==> config.mk <==
export PLATFORM = sky130hd
export DESIGN_NAME = multiword_add_seq_flat
export DESIGN_NICKNAME = d
export VERILOG_FILES = /design/src/rtl/multiword_add_seq_pkg.sv /design/src/rtl/multiword_add_seq_if.sv /design/src/rtl/multiword_add_seq_add_slice.sv /design/src/rtl/multiword_add_seq.sv /design/src/flat_wrapper.sv
export SDC_FILE = /design/constraint.sdc
export NUM_CORES = 1
export LEC_CHECK = 0
export ABC_AREA = 1
export CAP_MARGIN = 30
export CELL_PAD_IN_SITES_DETAIL_PLACEMENT = 0
export CELL_PAD_IN_SITES_GLOBAL_PLACEMENT = 2
export CORE_ASPECT_RATIO = 2
export CORE_MARGIN = 1
export CORE_UTILIZATION = 26
export DETAILED_ROUTE_END_ITERATION = 8
export GPL_TIMING_DRIVEN = 0
export PLACE_DENSITY_LB_ADDON = 0.1
export SYNTH_ARGS = -nofsm -noshare
export SYNTH_HDL_FRONTEND = slang
export SYNTH_SLANG_ARGS = --single-unit
==> constraint.sdc <==
create_clock -name clk -period 15.81 [get_ports clk]
set_input_delay 1.581 -clock clk [delete_from_list [all_inputs] [get_ports clk]]
set_output_delay 1.581 -clock clk [all_outputs]
set_load 0.05 [all_outputs]
==> src/rtl/multiword_add_seq_pkg.sv <==
// Shared constants and types for the multi-word sequential adder.
// Used by the interface, the add_slice sub-module and the multiword_add_seq top.
package multiword_add_pkg;

    localparam int W_DEFAULT     = 16;
    localparam int BEATS_DEFAULT = 4;

    // A single-beat operation still needs a one-bit counter to keep the ports legal.
    function automatic int cnt_width(input int beats);
        return (beats > 1) ? $clog2(beats) : 1;
    endfunction

    localparam int CNT_W_DEFAULT = cnt_width(BEATS_DEFAULT);

    typedef logic [CNT_W_DEFAULT-1:0] beat_t;
    typedef logic [W_DEFAULT-1:0]     slice_t;

endpackage

==> src/rtl/multiword_add_seq_if.sv <==
// Operand/result stream bundle for multiword_add_seq.
// Optional MULTIWORD_ADD_OVF_EN adds the out_ovf signed-overflow flag.
interface multiword_add_seq_if
    import multiword_add_pkg::*;
#(
    parameter int W = W_DEFAULT
);
    logic         in_valid;
    logic         in_ready;
    logic [W-1:0] in_a;
    logic [W-1:0] in_b;
    logic         in_cin;
    logic         out_valid;
    logic         out_ready;
    logic [W-1:0] out_sum;
    logic         out_last;
    logic         out_cout;
`ifdef MULTIWORD_ADD_OVF_EN
    logic         out_ovf;
`endif

    modport master (
        output in_valid, in_a, in_b, in_cin, out_ready,
        input  in_ready, out_valid, out_sum, out_last, out_cout
`ifdef MULTIWORD_ADD_OVF_EN
        , input out_ovf
`endif
    );

    modport slave (
        input  in_valid, in_a, in_b, in_cin, out_ready,
        output in_ready, out_valid, out_sum, out_last, out_cout
`ifdef MULTIWORD_ADD_OVF_EN
        , output out_ovf
`endif
    );

endinterface

==> src/rtl/multiword_add_seq_add_slice.sv <==
// Combinational W-bit ripple-carry adder built from full-adder cells.
module add_slice
    import multiword_add_pkg::*;
#(
    parameter int W = W_DEFAULT
) (
    input  logic [W-1:0] a,
    input  logic [W-1:0] b,
    input  logic         cin,
    output logic [W-1:0] sum,
    output logic         cout
);

    logic [W:0] carry;

    assign carry[0] = cin;

    for (genvar i = 0; i < W; i++) begin : g_fa
        assign sum[i]     = a[i] ^ b[i] ^ carry[i];
        assign carry[i+1] = (a[i] & b[i]) | (carry[i] & (a[i] ^ b[i]));
    end

    assign cout = carry[W];

endmodule

==> src/rtl/multiword_add_seq.sv <==
// Wide (W*BEATS) adder processed one W-bit slice per beat, LS word first.
// Define MULTIWORD_ADD_OVF_EN to add the out_ovf signed-overflow output.
module multiword_add_seq
    import multiword_add_pkg::*;
#(
    parameter int W     = W_DEFAULT,
    parameter int BEATS = BEATS_DEFAULT
) (
    input logic              clk,
    input logic              rst_n,
    multiword_add_seq_if.slave bus
);

    localparam int               CNT_W     = cnt_width(BEATS);
    localparam logic [CNT_W-1:0] LAST_BEAT = CNT_W'(BEATS - 1);

    logic [CNT_W-1:0] beat;
    logic             carry_q;
    logic             valid_q;
    logic [W-1:0]     sum_q;
    logic             last_q;
    logic             cout_q;

    logic             in_xfer;
    logic             is_first;
    logic             is_last;
    logic             cin_eff;
    logic [W-1:0]     slice_sum;
    logic             slice_cout;

    assign bus.in_ready  = !valid_q || bus.out_ready;
    assign in_xfer       = bus.in_valid && bus.in_ready;
    assign is_first      = (beat == '0);
    assign is_last       = (beat == LAST_BEAT);
    // A fresh operation must never see the carry left over from the previous one.
    assign cin_eff       = is_first ? bus.in_cin : carry_q;

    assign bus.out_valid = valid_q;
    assign bus.out_sum   = sum_q;
    assign bus.out_last  = last_q;
    assign bus.out_cout  = cout_q;

    add_slice #(.W(W)) u_add_slice (
        .a    (bus.in_a),
        .b    (bus.in_b),
        .cin  (cin_eff),
        .sum  (slice_sum),
        .cout (slice_cout)
    );

    always_ff @(posedge clk) begin
        if (!rst_n) begin
            beat    <= '0;
            carry_q <= 1'b0;
            valid_q <= 1'b0;
            sum_q   <= '0;
            last_q  <= 1'b0;
            cout_q  <= 1'b0;
        end else if (in_xfer) begin
            beat    <= is_last ? '0 : beat + CNT_W'(1);
            carry_q <= slice_cout;
            valid_q <= 1'b1;
            sum_q   <= slice_sum;
            last_q  <= is_last;
            cout_q  <= is_last ? slice_cout : 1'b0;
        end else if (bus.out_ready) begin
            valid_q <= 1'b0;
        end
    end

`ifdef MULTIWORD_ADD_OVF_EN
    logic ovf_q;
    logic slice_ovf;

    assign slice_ovf   = (bus.in_a[W-1] == bus.in_b[W-1]) && (slice_sum[W-1] != bus.in_a[W-1]);
    assign bus.out_ovf = ovf_q;

    always_ff @(posedge clk) begin
        if (!rst_n) begin
            ovf_q <= 1'b0;
        end else if (in_xfer) begin
            ovf_q <= is_last ? slice_ovf : 1'b0;
        end
    end
`endif

endmodule
==> src/flat_wrapper.sv <==
// flat-port wrapper written by rule: the top's interface ports become plain ports
module multiword_add_seq_flat import multiword_add_pkg::*;
#(
    parameter int W     = W_DEFAULT,
    parameter int BEATS = BEATS_DEFAULT
)
  (clk, rst_n, bus_in_valid, bus_in_a, bus_in_b, bus_in_cin, bus_out_ready, bus_in_ready, bus_out_valid, bus_out_sum, bus_out_last, bus_out_cout);
  multiword_add_seq_if #(.W(W)) bus_i ();
  input logic clk;
  input logic rst_n;
  input wire logic [$bits(bus_i.in_valid)-1:0] bus_in_valid;
  input wire logic [$bits(bus_i.in_a)-1:0] bus_in_a;
  input wire logic [$bits(bus_i.in_b)-1:0] bus_in_b;
  input wire logic [$bits(bus_i.in_cin)-1:0] bus_in_cin;
  input wire logic [$bits(bus_i.out_ready)-1:0] bus_out_ready;
  output wire logic [$bits(bus_i.in_ready)-1:0] bus_in_ready;
  output wire logic [$bits(bus_i.out_valid)-1:0] bus_out_valid;
  output wire logic [$bits(bus_i.out_sum)-1:0] bus_out_sum;
  output wire logic [$bits(bus_i.out_last)-1:0] bus_out_last;
  output wire logic [$bits(bus_i.out_cout)-1:0] bus_out_cout;
  assign bus_i.in_valid = bus_in_valid;
  assign bus_i.in_a = bus_in_a;
  assign bus_i.in_b = bus_in_b;
  assign bus_i.in_cin = bus_in_cin;
  assign bus_i.out_ready = bus_out_ready;
  assign bus_in_ready = bus_i.in_ready;
  assign bus_out_valid = bus_i.out_valid;
  assign bus_out_sum = bus_i.out_sum;
  assign bus_out_last = bus_i.out_last;
  assign bus_out_cout = bus_i.out_cout;
  multiword_add_seq #(.W(W), .BEATS(BEATS)) u_core (.clk(clk), .rst_n(rst_n), .bus(bus_i));
endmodule
==> results.toml, run 1 <==
[global_route]
grtUsageTotal_pct = 12.7
antenna_found_initial = 0
grt_pass1_wl_mm = 4.91
first_global_vias = 1096
overflow = 0
grt_max_degree = 13

[job]
maxCapViolCount = 0

[worst_hold_path]
hold_path.startpoint = "u_core.carry_q"
worstHoldPathType = "reg2reg"
whs_path_depth = 2
timing.hold.worst_endpoint = "u_core.carry_q"

[place]
port_buffers = 56
gp_congestion = 0.690
hpwl_mm = 2.39

[clock_network]
htree_levels = 1
root_buffer = "clkbuf_8"
post_cts_buffers = 0
clockBufferDepth = 2
cts_resized = 0
clock_sinks = 22
cts_hold_buf = 0
cts.clk_slew.worst_paths_ns = 0.08
clk_latency_ns = 0.27
cts_tree = "yes"
cts_buffers = 3

[critical_path]
required_ns = 16.02
startpoint_type = "primary input"
crit_fanout = 1
arrival_ns = 8.78
end_kind = "flip-flop"
r2r_slack_ns = 8.30
critPathKind = "in2reg"
r2r_start = "u_core.beat[0]"
ff2ff_path_depth = 25
reg2reg_to = "u_core.bus.out_sum[15]"

[floorplanning]
placementRows = 36
core_um2 = 4860
die_y_um = 102
dieWidth_um = 52.2
dieArea_um2 = 5350
ioPinCount = 57
start_util_pct = 27.0

[power]
power_density_nw_per_um2 = 84.6
p_int_mw = 0.112
ir_drop_v = 0.0000414
fin_total_pwr_mw = 0.169
pwr-share-seq_pct = 37.5
p_comb_share_pct = 37.9
p_sw_mw = 0.0575
p_leak_nw = 0.827
p_sw_share_pct = 34.0
p_clk_share_pct = 24.6

[finish]
areaGrowthSynthToFinish_pct = 52.3
nets = 245
final-seq-area_um2 = 440
antenna_cells = 0
fill_cells = 503
multi_input_area_um2 = 777
drive_above_1_share_pct = 16.4

[timing]
worst_slew_pin_slew_ns = 0.505
fmax_mhz = 117
period_minus_slack_ns = 8.57
rsz0062_at_grt = "no"
skew_ns = 0.00420
hold_viol_final = 0
drv_slew = 0
setup_tns_ns = 0
setup_viol = 0
slew_headroom_pct = 66.2
fin_crit_sh_pct = 54.2

[synthesis]
synth_top_area_share_pct = 33.6
netlist_area_um2 = 1310
syn_inst = 129
avgSynthCellArea_um2 = 10.2
synthArstFlopShare_pct = 0
synth_cell_types = 20
seq_area_frac_synth_pct = 33.6
syn_nets = 184
synthTopCellsByCount = "33 x nor2_1, 22 x dfxtp_1, 16 x fa_1"
synth-edff-count = 0
yosysMostFrequentCell = "nor2_1"
synthFlopType = "dfxtp_1"
synthTopCellsByArea = "dfxtp_1 34%, fa_1 24%, nor2_1 9.4%, o21bai_1 5.1%, o21bai_2 5.1%"
ys_warn_count = 0
ys_ff_latch = 22
yosysTopAreaCell = "dfxtp_1"

[route]
viasPerCell = 4.25
via_count = 1046
final_antenna_net_count = 0
drt_pass1_iterations = 4
initialDrtViolationCount = 19
routed_wl_mm = 2.93
wire_per_inst_um = 11.9
drc = 0

[run_status]
run_status = "completed"
## kinds of logic (layout without fill, tap and decap cells)
logic type,Yosys count,in the layout,synth area share [%]
fa+ha+maj,18,18,26.3
flops,22,22,33.6
mux,1,1,0.858
simple gates,52,52,18.6
buf+inv,17,77,7.24
compound gates,19,19,13.4
## stage by stage
stage / instances / hold WS, ns / setup slack [ns] / instance area, µm² / utilization (%)
2_1_floorplan: 129 / 0.436 / 7.73 / 1310 / -
3_3_place_gp: 242 / 0.458 / 6.96 / 1940 / 40.0
3_5_place_dp: 242 / 0.466 / 6.89 / 1940 / 40.0
4_1_cts: 246 / 0.485 / 7.16 / 2000 / 41.1
5_1_grt: 246 / 0.509 / 6.90 / 2000 / 41.1
6_report: 246 / 0.476 / 7.24 / 2000 / 41.1
## sequential cells by signal (all words and copies together) (netlist names)
name	count
u_core.carry_q	1
u_core.bus.out_sum	16
u_core.bus.out_last	1
u_core.bus.out_cout	1
u_core.bus.out_valid	1
u_core.beat	2
## worst max-delay path: stages
cell and delay [ns]:
clkdlybuf4s50_1 0.39, mux2_2 0.27, fa_1 0.39, fa_1 0.39, fa_1 0.40, fa_1 0.39
fa_1 0.39, fa_1 0.39, fa_1 0.39, fa_1 0.39, fa_1 0.40, fa_1 0.41
fa_1 0.40, fa_1 0.40, fa_1 0.38, inv_1 0.08, fa_1 0.17, inv_1 0.06
fa_1 0.35, inv_1 0.07, fa_1 0.41, nand3_1 0.09, nand2_1 0.05, nor2_1 0.09
## how the worst max path moves through the flow
| stage | startpoint | endpoint | slack [ns] | depth (start not counted) |
|---|---|---|---|---|
| 2_1_floorplan | bus_in_cin | u_core.bus.out_sum[15] | 7.73 | 23 |
| 3_3_place_gp | bus_in_cin | u_core.bus.out_sum[15] | 6.96 | 24 |
| 3_5_place_dp | bus_in_cin | u_core.bus.out_sum[15] | 6.89 | 24 |
| 4_1_cts | bus_in_cin | u_core.bus.out_sum[15] | 7.16 | 24 |
| 5_1_grt | bus_in_cin | u_core.bus.out_sum[15] | 6.90 | 24 |
| 6_report | bus_in_cin | u_core.bus.out_sum[15] | 7.24 | 24 |
## power by group through the flow
stage          clock, mW  sequential (mW)  combinational [mW]
4_1_cts           0.0443           0.0637              0.0654
2_1_floorplan          0           0.0801              0.0243
6_report          0.0415           0.0635              0.0641
3_3_place_gp           0           0.0647              0.0642
3_5_place_dp           0           0.0649              0.0653
5_1_grt           0.0463           0.0643              0.0704
## metal layers
| layer | up-vias | track usage (%) | part of all wire, % |
|---|---|---|---|
| li1 | 517 | - | - |
| met4 | 0 | 6.68 | 2.5 |
| met2 | 34 | 24.8 | 57 |
| met5 | - | 0 | 0 |
| met3 | 5 | 1.93 | 4.5 |
| met1 | 490 | 12.0 | 36 |
## layout make-up
type | count | share of cell area [%]
clock buffers | 4 | 2.75
inverters | 13 | 2.44
plain buffers | 4 | 2.32
repair buffers | 56 | 28.0
multi-input cells | 90 | 38.9
flip-flops and latches | 22 | 22.0
well taps | 57 | 3.57
## cell usage in the layout (no fill, tap or decap)
cell	instances
buf_6	2
clkdlybuf4s50_1	56
buf_12	1
o21bai_1	9
mux2_2	1
dfxtp_1	22
nand3_1	5
a21oi_2	2
clkbuf_8	4
ha_1	2
a21oi_1	1
nand2_2	1
fa_1	16
clkbuf_1	1
o21bai_2	6
inv_2	3
nand2_1	3
o21bai_4	1
nand2_4	3
nor2_2	7
inv_1	10
nor2_1	33
Power figures use the tool's default switching activity.
==> run 2, diff against run 1 <==
CORE_UTILIZATION = 24   (was 26)
clock period = 7.9 ns   (was 15.81 ns; I/O delays follow)
==> run 2 against run 1 <==
Compared with the run above:
- first-iteration DRC count decreased by 26%
- combinational power grew 100%
- global-route usage shrank 0.81 points
- non-clock buffer count stayed put
- final cell count increased by 0.41%
- routed wire length grew 2.3%
- critical path depth is the same
- register-to-register slack lost 7.7 ns
- largest power group unchanged
==> results.toml, run 2 (synthesis gave the netlist of run 1 again) <==
[timing]
setup_viol = 0
fmax_mhz = 132
drv_slew = 0
worst_slew_pin_slew_ns = 0.516
setup_tns_ns = 0
fin_crit_sh_pct = 96.2
skew_ns = 0.00201
slew_headroom_pct = 65.5
period_minus_slack_ns = 7.60
hold_viol_final = 0
rsz0062_at_grt = "no"

[critical_path]
critPathKind = "in2reg"
startpoint_type = "primary input"
ff2ff_path_depth = 25
r2r_slack_ns = 0.58
crit_fanout = 1
r2r_start = "u_core.beat[0]"
reg2reg_to = "u_core.bus.out_sum[15]"
startpoint = "bus_in_cin"
end_kind = "flip-flop"
arrival_ns = 7.80
required_ns = 8.10

[clock_network]
cts_tree = "yes"
cts_buffers = 3
root_buffer = "clkbuf_8"
cts_hold_buf = 0
htree_levels = 1
clockBufferDepth = 2
clock_sinks = 22
clk_latency_ns = 0.26
cts.clk_slew.worst_paths_ns = 0.08

[place]
port_buffers = 56
hpwl_mm = 2.44
dp.cells = 243
postPlaceCellArea_um2 = 1950
gp_congestion = 0.733

[global_route]
grt_max_degree = 13
grt_pass1_wl_mm = 4.98
first_global_vias = 1125
grtUsageTotal_pct = 11.9
overflow = 0
antenna_found_initial = 0

[job]
maxCapViolCount = 0

[route]
final_antenna_net_count = 0
wire_per_inst_um = 12.1
viasPerCell = 4.13
drt_pass1_iterations = 4
initialDrtViolationCount = 14
routed_wl_mm = 2.99
drc = 0
via_count = 1020

[finish]
post-route-util_pct = 38.8
fill_cells = 576
postLayoutCellArea_um2 = 2010
mostFrequentLayoutCells = "56 x clkdlybuf4s50_1, 33 x nor2_1, 22 x dfxtp_1, 12 x fa_1, 10 x inv_1"
drive_above_1_share_pct = 18.5
nets = 245
areaGrowthSynthToFinish_pct = 53.2
fin_cells = 247
antenna_cells = 0
largest_register_ffs = 16
final_common_cell = "clkdlybuf4s50_1"

[floorplanning]
placementRows = 37
dieArea_um2 = 5790
die_y_um = 107
core_um2 = 5180
ioPinCount = 57
dieWidth_um = 54.3
start_util_pct = 25.3

[worst_hold_path]
whs_path_depth = 2
hold_path.startpoint = "u_core.carry_q"
timing.hold.worst_endpoint = "u_core.carry_q"
worstHoldPathType = "reg2reg"

[power]
ir_drop_v = 0.0000768
power_density_nw_per_um2 = 168
p_leak_nw = 0.824
fin_total_pwr_mw = 0.338

[run_status]
run_status = "completed"
-- run 2: cell type report --
cell class              instances  area [µm²]  share of cell area [%]
well taps                      58        72.6                    3.61
plain buffers                   4        46.3                    2.30
inverters                      13        48.8                    2.43
multi-input cells              90         787                    39.1
clock buffers                   4        55.1                    2.74
flip-flops and latches         22         440                    21.9
repair buffers                 56         561                    27.9
-- run 2: per-stage QoR --
step / hold WS (ns) / worst slack, ns
detailed placement: 0.461 / -0.229
CTS: 0.483 / 0.0393
floorplan: 0.436 / 0.615
global placement: 0.463 / -0.162
global route: 0.495 / 0.0155
finish: 0.476 / 0.301
-- run 2: critical path: stages --
cell             delay [ns]
clkdlybuf4s50_1        0.40
mux2_2                 0.28
fa_1                   0.39
fa_1                   0.40
fa_2                   0.36
fa_1                   0.38
fa_1                   0.38
fa_1                   0.38
fa_1                   0.40
fa_1                   0.40
fa_2                   0.36
fa_2                   0.35
fa_2                   0.35
fa_1                   0.39
fa_1                   0.37
inv_1                  0.08
fa_1                   0.18
inv_1                  0.06
fa_1                   0.36
inv_1                  0.08
fa_1                   0.41
nand3_1                0.09
nand2_1                0.05
nor2_1                 0.09
-- run 2: what timing repair did --
| action | in CTS | in global routing |
|---|---|---|
| buffers inserted | 0 | 0 |
| endpoints found under the setup margin | 0 | 3 |
| resized for setup | 0 | 4 |
-- run 2: per-layer routing --
layer	track usage (%)	up-vias	wire length (µm)
met5	0	-	0
met4	4.95	0	34
met3	1.84	2	143
met2	21.9	30	1710
met1	12.3	472	1100
li1	-	516	-
-- run 2: report_power, final --
group          internal, mW  switching (mW)  total (mW)  leakage (nW)
clock                0.0444          0.0370      0.0814        0.0288
sequential            0.121         0.00593       0.127         0.182
combinational        0.0581          0.0713       0.129         0.613
total                 0.224           0.114       0.338         0.824
-- run 2: worst max path at each step --
| stage | cells after the start | endpoint |
|---|---|---|
| finish | 24 | u_core.bus.out_sum[15] |
| global route | 24 | u_core.bus.out_sum[15] |
| CTS | 24 | u_core.bus.out_sum[15] |
| detailed placement | 24 | u_core.bus.out_sum[15] |
| global placement | 24 | u_core.bus.out_sum[15] |
| floorplan | 23 | u_core.bus.out_sum[15] |
